$ cat config.mk
export PLATFORM = sky130hd
export DESIGN_NAME = siren_ctrl
export DESIGN_NICKNAME = d
export VERILOG_FILES = /design/src/rtl/siren_ctrl.sv
export SDC_FILE = /design/constraint.sdc
export NUM_CORES = 1
export LEC_CHECK = 0
export ABC_AREA = 1
export BUFFER_PORTS_ARGS = -buffer_cell sky130_fd_sc_hd__buf_2
export CORE_ASPECT_RATIO = 1.4
export CORE_MARGIN = 1.5
export CORE_UTILIZATION = 51
export CTS_CLUSTER_DIAMETER = 150
export CTS_CLUSTER_SIZE = 10
export DETAILED_ROUTE_END_ITERATION = 8
export PLACE_DENSITY = 0.69
export SETUP_SLACK_MARGIN = 0.3
export SLEW_MARGIN = 20
export SYNTH_ARGS = -nofsm -noshare
export SYNTH_HDL_FRONTEND = slang
export SYNTH_SLANG_ARGS = --single-unit
$ cat constraint.sdc
create_clock -name clk -period 4.6 [get_ports clk]
set_input_delay 0.92 -clock clk [delete_from_list [all_inputs] [get_ports clk]]
set_output_delay 0.92 -clock clk [all_outputs]
set_load 0.01 [all_outputs]
$ cat src/rtl/siren_ctrl.sv
// Siren enable controller: debounced pushbutton or UART command bytes arm/disarm the
// light-show enable, with an optional auto-off timeout counted down in whole seconds.
module siren_ctrl #(
    parameter int          CLK_HZ          = 100000000,
    parameter int          DEBOUNCE_CYCLES = 1000000,
    parameter int          TIMEOUT_SEC     = 10,
    parameter logic [7:0]  CMD_ON          = 8'h53,
    parameter logic [7:0]  CMD_OFF         = 8'h58
) (
    input  logic       clk,
    input  logic       reset,
    input  logic       btn_raw,
    input  logic       cmd_valid,
    input  logic [7:0] cmd_byte,
    output logic       siren,
    output logic       siren_start,
    output logic [7:0] remaining
);

    localparam int SEC_W = (CLK_HZ > 1) ? $clog2(CLK_HZ) : 1;
    localparam int DB_W  = (DEBOUNCE_CYCLES > 1) ? $clog2(DEBOUNCE_CYCLES) : 1;
    localparam logic [SEC_W-1:0] SEC_MAX    = SEC_W'(CLK_HZ - 1);
    localparam logic [DB_W-1:0]  DB_MAX     = DB_W'(DEBOUNCE_CYCLES - 1);
    localparam logic [7:0]       TIMEOUT_LD = 8'(TIMEOUT_SEC);
    localparam bit               TIMEOUT_EN = (TIMEOUT_SEC != 0);

    typedef enum logic {
        IDLE   = 1'b0,
        ACTIVE = 1'b1
    } state_t;

    state_t           state, state_next;
    logic             sync1, sync2;
    logic             btn_stable, btn_stable_q;
    logic [DB_W-1:0]  db_cnt;
    logic [SEC_W-1:0] sec_cnt, sec_next;
    logic [7:0]       rem_next;
    logic             start_next;
    logic             btn_press, cmd_on, cmd_off;

    // Button path: two-flop synchronizer followed by a stability counter.
    always_ff @(posedge clk or posedge reset) begin
        if (reset) begin
            sync1        <= 1'b0;
            sync2        <= 1'b0;
            btn_stable   <= 1'b0;
            btn_stable_q <= 1'b0;
            db_cnt       <= '0;
        end else begin
            sync1        <= btn_raw;
            sync2        <= sync1;
            btn_stable_q <= btn_stable;
            if (sync2 != btn_stable) begin
                if (db_cnt == DB_MAX) begin
                    btn_stable <= sync2;
                    db_cnt     <= '0;
                end else begin
                    db_cnt <= db_cnt + DB_W'(1);
                end
            end else begin
                db_cnt <= '0;
            end
        end
    end

    assign btn_press = btn_stable & ~btn_stable_q;
    assign cmd_on    = cmd_valid && ((cmd_byte == CMD_ON)  || (cmd_byte == (CMD_ON  | 8'h20)));
    assign cmd_off   = cmd_valid && ((cmd_byte == CMD_OFF) || (cmd_byte == (CMD_OFF | 8'h20)));

    // Within ACTIVE the priority is stop > retrigger > seconds tick.
    always_comb begin
        state_next = state;
        start_next = 1'b0;
        rem_next   = remaining;
        sec_next   = sec_cnt;
        case (state)
            IDLE: begin
                rem_next = 8'd0;
                sec_next = '0;
                if (btn_press || cmd_on) begin
                    state_next = ACTIVE;
                    start_next = 1'b1;
                    rem_next   = TIMEOUT_LD;
                end
            end
            ACTIVE: begin
                if (btn_press || cmd_off) begin
                    state_next = IDLE;
                    rem_next   = 8'd0;
                    sec_next   = '0;
                end else if (cmd_on) begin
                    rem_next = TIMEOUT_LD;
                    sec_next = '0;
                end else if (TIMEOUT_EN) begin
                    if (sec_cnt == SEC_MAX) begin
                        sec_next = '0;
                        if (remaining <= 8'd1) begin
                            state_next = IDLE;
                            rem_next   = 8'd0;
                        end else begin
                            rem_next = remaining - 8'd1;
                        end
                    end else begin
                        sec_next = sec_cnt + SEC_W'(1);
                    end
                end
            end
            default: begin
                state_next = IDLE;
                rem_next   = 8'd0;
                sec_next   = '0;
            end
        endcase
    end

    always_ff @(posedge clk or posedge reset) begin
        if (reset) begin
            state       <= IDLE;
            sec_cnt     <= '0;
            remaining   <= 8'd0;
            siren       <= 1'b0;
            siren_start <= 1'b0;
        end else begin
            state       <= state_next;
            sec_cnt     <= sec_next;
            remaining   <= rem_next;
            siren       <= (state_next == ACTIVE);
            siren_start <= start_next;
        end
    end

endmodule

---- After elaboration in Yosys (flattened, before gate mapping) ----
Cells that the tools add are included.
storage, ports and cells
  register bits after elaboration ......... 61
  input bits .............................. 12
  output and inout bits ................... 10
operators by class
  add/sub/neg operators ................... 3
  order comparisons ....................... 1
  equal/unequal tests ..................... 8
  muxes and demuxes ....................... 19
  bitwise logic cells ..................... 3
  reduce and logical (&&, ||, !) cells .... 7
operators by type and width
  cell                   number
  $mux 27                3
  $pmux 27 s2            1
  $mux 20                2
  $eq 8x7->1 const B     4
  $mux 8                 4
  $add 27x1->27 const B  1
  $eq 27x27->1 const B   1
  $add 20x1->20 const B  1
  $eq 20x20->1 const B   1
  $pmux 8 s2             1
  $le 8x1->1 const B     1
  $sub 8x1->8 const B    1
  $mux 1                 6
  $logic_or 1x1->1       4
  $mux 4                 1
  $ne 4x1->1 const B     1
  $logic_and 1x1->1      2
  $not 1->1              2
  $pmux 1 s2             1
  $reduce_and 2->1       1
  $and 1x1->1            1
  $ne 1x1->1             1

---- Longest topological paths before layout ----
  depth in word-level cells ............... 6
  depth in mapped cells ................... 11

---- Worst setup path before layout ----
Ideal clock, no wire load.
  path kind ............................... input port to flip-flop
  start point ............................. in cmd_byte[0]
  end point ............................... reg remaining[1]
  arrival ................................. 1.692 ns
  required time ........................... 4.484 ns
  path slack .............................. 2.791 ns
  cell stages on the path ................. 9
  path buffers ............................ 1
  path through ............................ nand2_1 nor2_1 nand3_1 nand2_1 nor2_4 nand2_2 buf_6 nand2_1 nand2_1
between the ends
  cells in the longest elaborated chain, start to end .. 6
  elaborated cells on any way between the ends .. 15
  those cells by class .................... 5 x eq/ne; 4 x mux; 6 x reduce/logical
ends and longest elaborated chain
  element                               RTL line  RTL
  from (decl)                           14        input logic [7:0] cmd_byte,
  $eq 8x7->1 (on tied branches)         67, 68
  $logic_or 1x1->1 (on tied branches)   67, 68
  $logic_and 1x1->1 (on tied branches)  67, 68
  $mux 8 (tied with other cells)        91        end else if (cmd_on) begin
  $mux 8 or $mux 4 (tied branches)      87, 80
  $pmux 8 s2                            76        case (state)
  to (signal assigned)                  126       remaining <= rem_next;
  to (decl)                             17        output logic [7:0] remaining
Parallel ways exist; a longest one is shown, timed or not.
A chain may end at the register's enable or synchronous reset.

---- Worst setup path in the final report ----
  start point ............................. reg remaining[2]
  end point ............................... out remaining[2]
No word-level cell between the ends.

==> impl_metrics.json <==
{
  "coreArea_um2": 6892,
  "worst_pin_slew_ns": 0.5159,
  "final.setup.tns_ns": 0,
  "initial_core_util": 0.5232,
  "fp.dieH_um": 102.5,
  "dieArea_um2": 7591,
  "cts_max_level": 3,
  "synthDistinctLibCells": 26,
  "finalHoldViolations": 0,
  "use_met1": 0.2517,
  "drtIter0Drc": 238,
  "cp_num_buf_inv": 1,
  "cts_tree": "built",
  "critPathArrivalTime_ns": 0.96,
  "rows": 36,
  "met2_usage": 0.3977,
  "min_path_type": "reg -> reg",
  "worstSetupStartpointType": "flop",
  "diodes": 0,
  "critPathRequiredTime_ns": 3.68,
  "grt_pass1_vias": 2977,
  "utilization": 0.5799,
  "post_drt_wl_per_cell_um": 12.37,
  "clk_pin_slew_ns": 0.07,
  "synth-seq-cells": 61,
  "cp_max_fo": 5,
  "cp_slowest_stage_delay_ns": 0.46,
  "power_density_nw_per_um2": 272.0,
  "critical-path-slowest-cell": "dfrtp_1",
  "multiInputGateArea_um2": 1803,
  "grt_pass1_wl_mm": 13.10,
  "nets": 554,
  "slew_violations": 0,
  "clock_sinks": 61,
  "drive_above_1_share": 0.1160,
  "skew_ns": 0.005532,
  "gp_congestion": 0.9203,
  "cts_resized": 0,
  "drt-vias-per-instance": 4.992,
  "drtAntennaViolNets": 0,
  "ys_seq_area_frac": 0.4233,
  "synth_fp_nets": 525,
  "final.period_utilization": 0.4096,
  "leakage_nw": 1.817,
  "seq_area_um2": 1526,
  "synth_area_per_cell_um2": 7.084,
  "crit_type": "reg -> out",
  "ys_warn_count": 0,
  "worstSkewPairLatency_ns": 0.34,
  "peakVddDrop_uv": 221.3,
  "dp_hpwl_mm": 5.872,
  "slew_headroom": 0.6544,
  "dpl_cell_area_um2": 3802,
  "cp_top_family": "flip-flops",
  "rsz0062_at_grt": "no",
  "r2r_slack_ns": 2.72,
  "synth_edf_count": 0,
  "antenna_found_initial": 0,
  "finalWirelength_mm": 7.894,
  "fillers": 690,
  "synth_cells": 509,
  "syn_to_final_growth_pct": 10.83,
  "cts_buffers": 9,
  "io_pins": 22,
  "vias": 3185,
  "grt_max_degree": 40,
  "globalRouteMet3Util": 0.05670,
  "maxCapViolCount": 0,
  "first_pass_iters": 4,
  "top_usage_layer": "met2",
  "cts_hold_buf": 0,
  "die_w_um": 74.07,
  "setup_viol": 0,
  "io_buffers": 20,
  "stdcell_area_um2": 3996,
  "root_buffer": "clkbuf_8",
  "status": "finished, final reports clean",
  "cts_buffer_depth": 2,
  "worstPathCellList": "buf_2",
  "fmax_mhz": 530.7,
  "post-cts-setup-buffers": 0,
  "async_flop_share": 1.000,
  "synth_area_um2": 3606,
  "drcViolationCount": 0,
  "min_period_ns": 1.884,
  "grt.total_usage": 0.2245,
  "synth-main-ff-cell": "dfrtp_1",
  "grt.overflow.total": 0,
  "crit_path_end_kind": "output port"
}
[kinds of logic after synthesis]
family	after synthesis	share of synthesized area
AND/OR/NAND/NOR	340	0.4126
buffers and inverters	68	0.07668
flip-flops	61	0.4233
XOR/XNOR	19	0.04823
AO/OA/AOI/OAI	17	0.02533
adder cells (fa/ha/maj)	4	0.01388
[Yosys cell counts, types with 4 or more instances]
library cell	instances	area, µm²
inv_1	62	232.7
nand4_1	19	118.9
xor2_1	11	96.34
a21oi_1	7	35.03
o21ai_0	6	30.03
nand2_1	122	457.9
nor2_4	5	56.30
nand3_1	34	170.2
xnor2_1	7	61.31
nor2_1	119	446.7
dfrtp_1	61	1526
nor3_1	20	100.1
ha_1	4	50.05
nor2_2	5	31.28
nand2_2	13	81.33
[flip-flops by register name (all words and copies together) (netlist names)]
signal / cells
btn_stable: 1
siren_start: 1
remaining: 8
sync2: 1
sec_cnt: 27
state: 1
sync1: 1
btn_stable_q: 1
db_cnt: 20
[power breakdown]
group	internal, mW	switching (mW)	leakage, nW
sequential	0.542	0.00468	0.844
clock	0.266	0.213	0.0899
combinational	0.0160	0.0457	0.883
total	0.824	0.263	1.82
[placed cells by master (no fill, tap or decap)]
master,Yosys,final
inv_2,2,3
xnor2_1,7,7
nor3_1,20,20
o22ai_1,1,1
nor2_4,5,5
nand4_1,19,19
nand2_2,13,13
buf_2,0,20
nand3_1,34,34
dfrtp_1,61,61
bufinv_16,0,1
o21ai_0,6,6
inv_4,1,1
inv_1,62,61
buf_4,1,1
nand3b_1,1,1
xor2_1,11,11
o21bai_1,1,1
nor2_2,5,5
clkbuf_8,0,10
nand2_1,122,122
nand2_4,1,1
ha_1,4,4
nor4_1,1,1
nor2_1,119,119
a21oi_1,7,7
xnor2_2,1,1
clkbuf_1,0,3
a31oi_1,2,2
clkinvlp_4,0,2
[stage by stage]
step                      worst slack, ns  total power, mW  hold WS, ns  instances
after floorplan                     2.167           0.6059       0.3312        509
after global placement              2.358           0.6193       0.3437        622
after detailed placement            2.372           0.6204       0.3378        622
after CTS                           2.687            1.102       0.3638        638
after global routing                2.469            1.135       0.3748        638
final                               2.716            1.087       0.3617        638
[metal layers]
metal | vias up | share of wire | routed length (µm)
met5 | - | 0 | 0
met4 | 0 | 0.021 | 162
met3 | 17 | 0.025 | 195
met2 | 40 | 0.54 | 4273
met1 | 1464 | 0.41 | 3262
li1 | 1664 | - | -
[path summary, 6_finish.rpt]
path,from,endpoint,cells past startpoint
worst max register to register,sec_cnt[0]$_DFF_PP0_,sec_cnt[9]$_DFF_PP0_,8
worst max-delay path,remaining[2]$_DFFE_PP0P_,remaining[2],1
worst min-delay path,sync1$_DFF_PP0_,sync2$_DFF_PP0_,0
min in group asynchronous,reset,btn_stable$_DFFE_PP0P_,2
max in group asynchronous,reset,db_cnt[15]$_DFF_PP0_,3
worst min register to register,sync1$_DFF_PP0_,sync2$_DFF_PP0_,0
[layout make-up]
| class | instances | area share |
|---|---|---|
| Tap cell | 95 | 0.02974 |
| Multi-Input combinational cell | 380 | 0.4512 |
| Timing Repair Buffer | 21 | 0.02693 |
| Sequential cell | 61 | 0.3820 |
| Clock buffer | 13 | 0.03726 |
| Inverter | 65 | 0.06168 |
| Clock inverter | 3 | 0.01127 |
(Power assumes the default switching activity.)
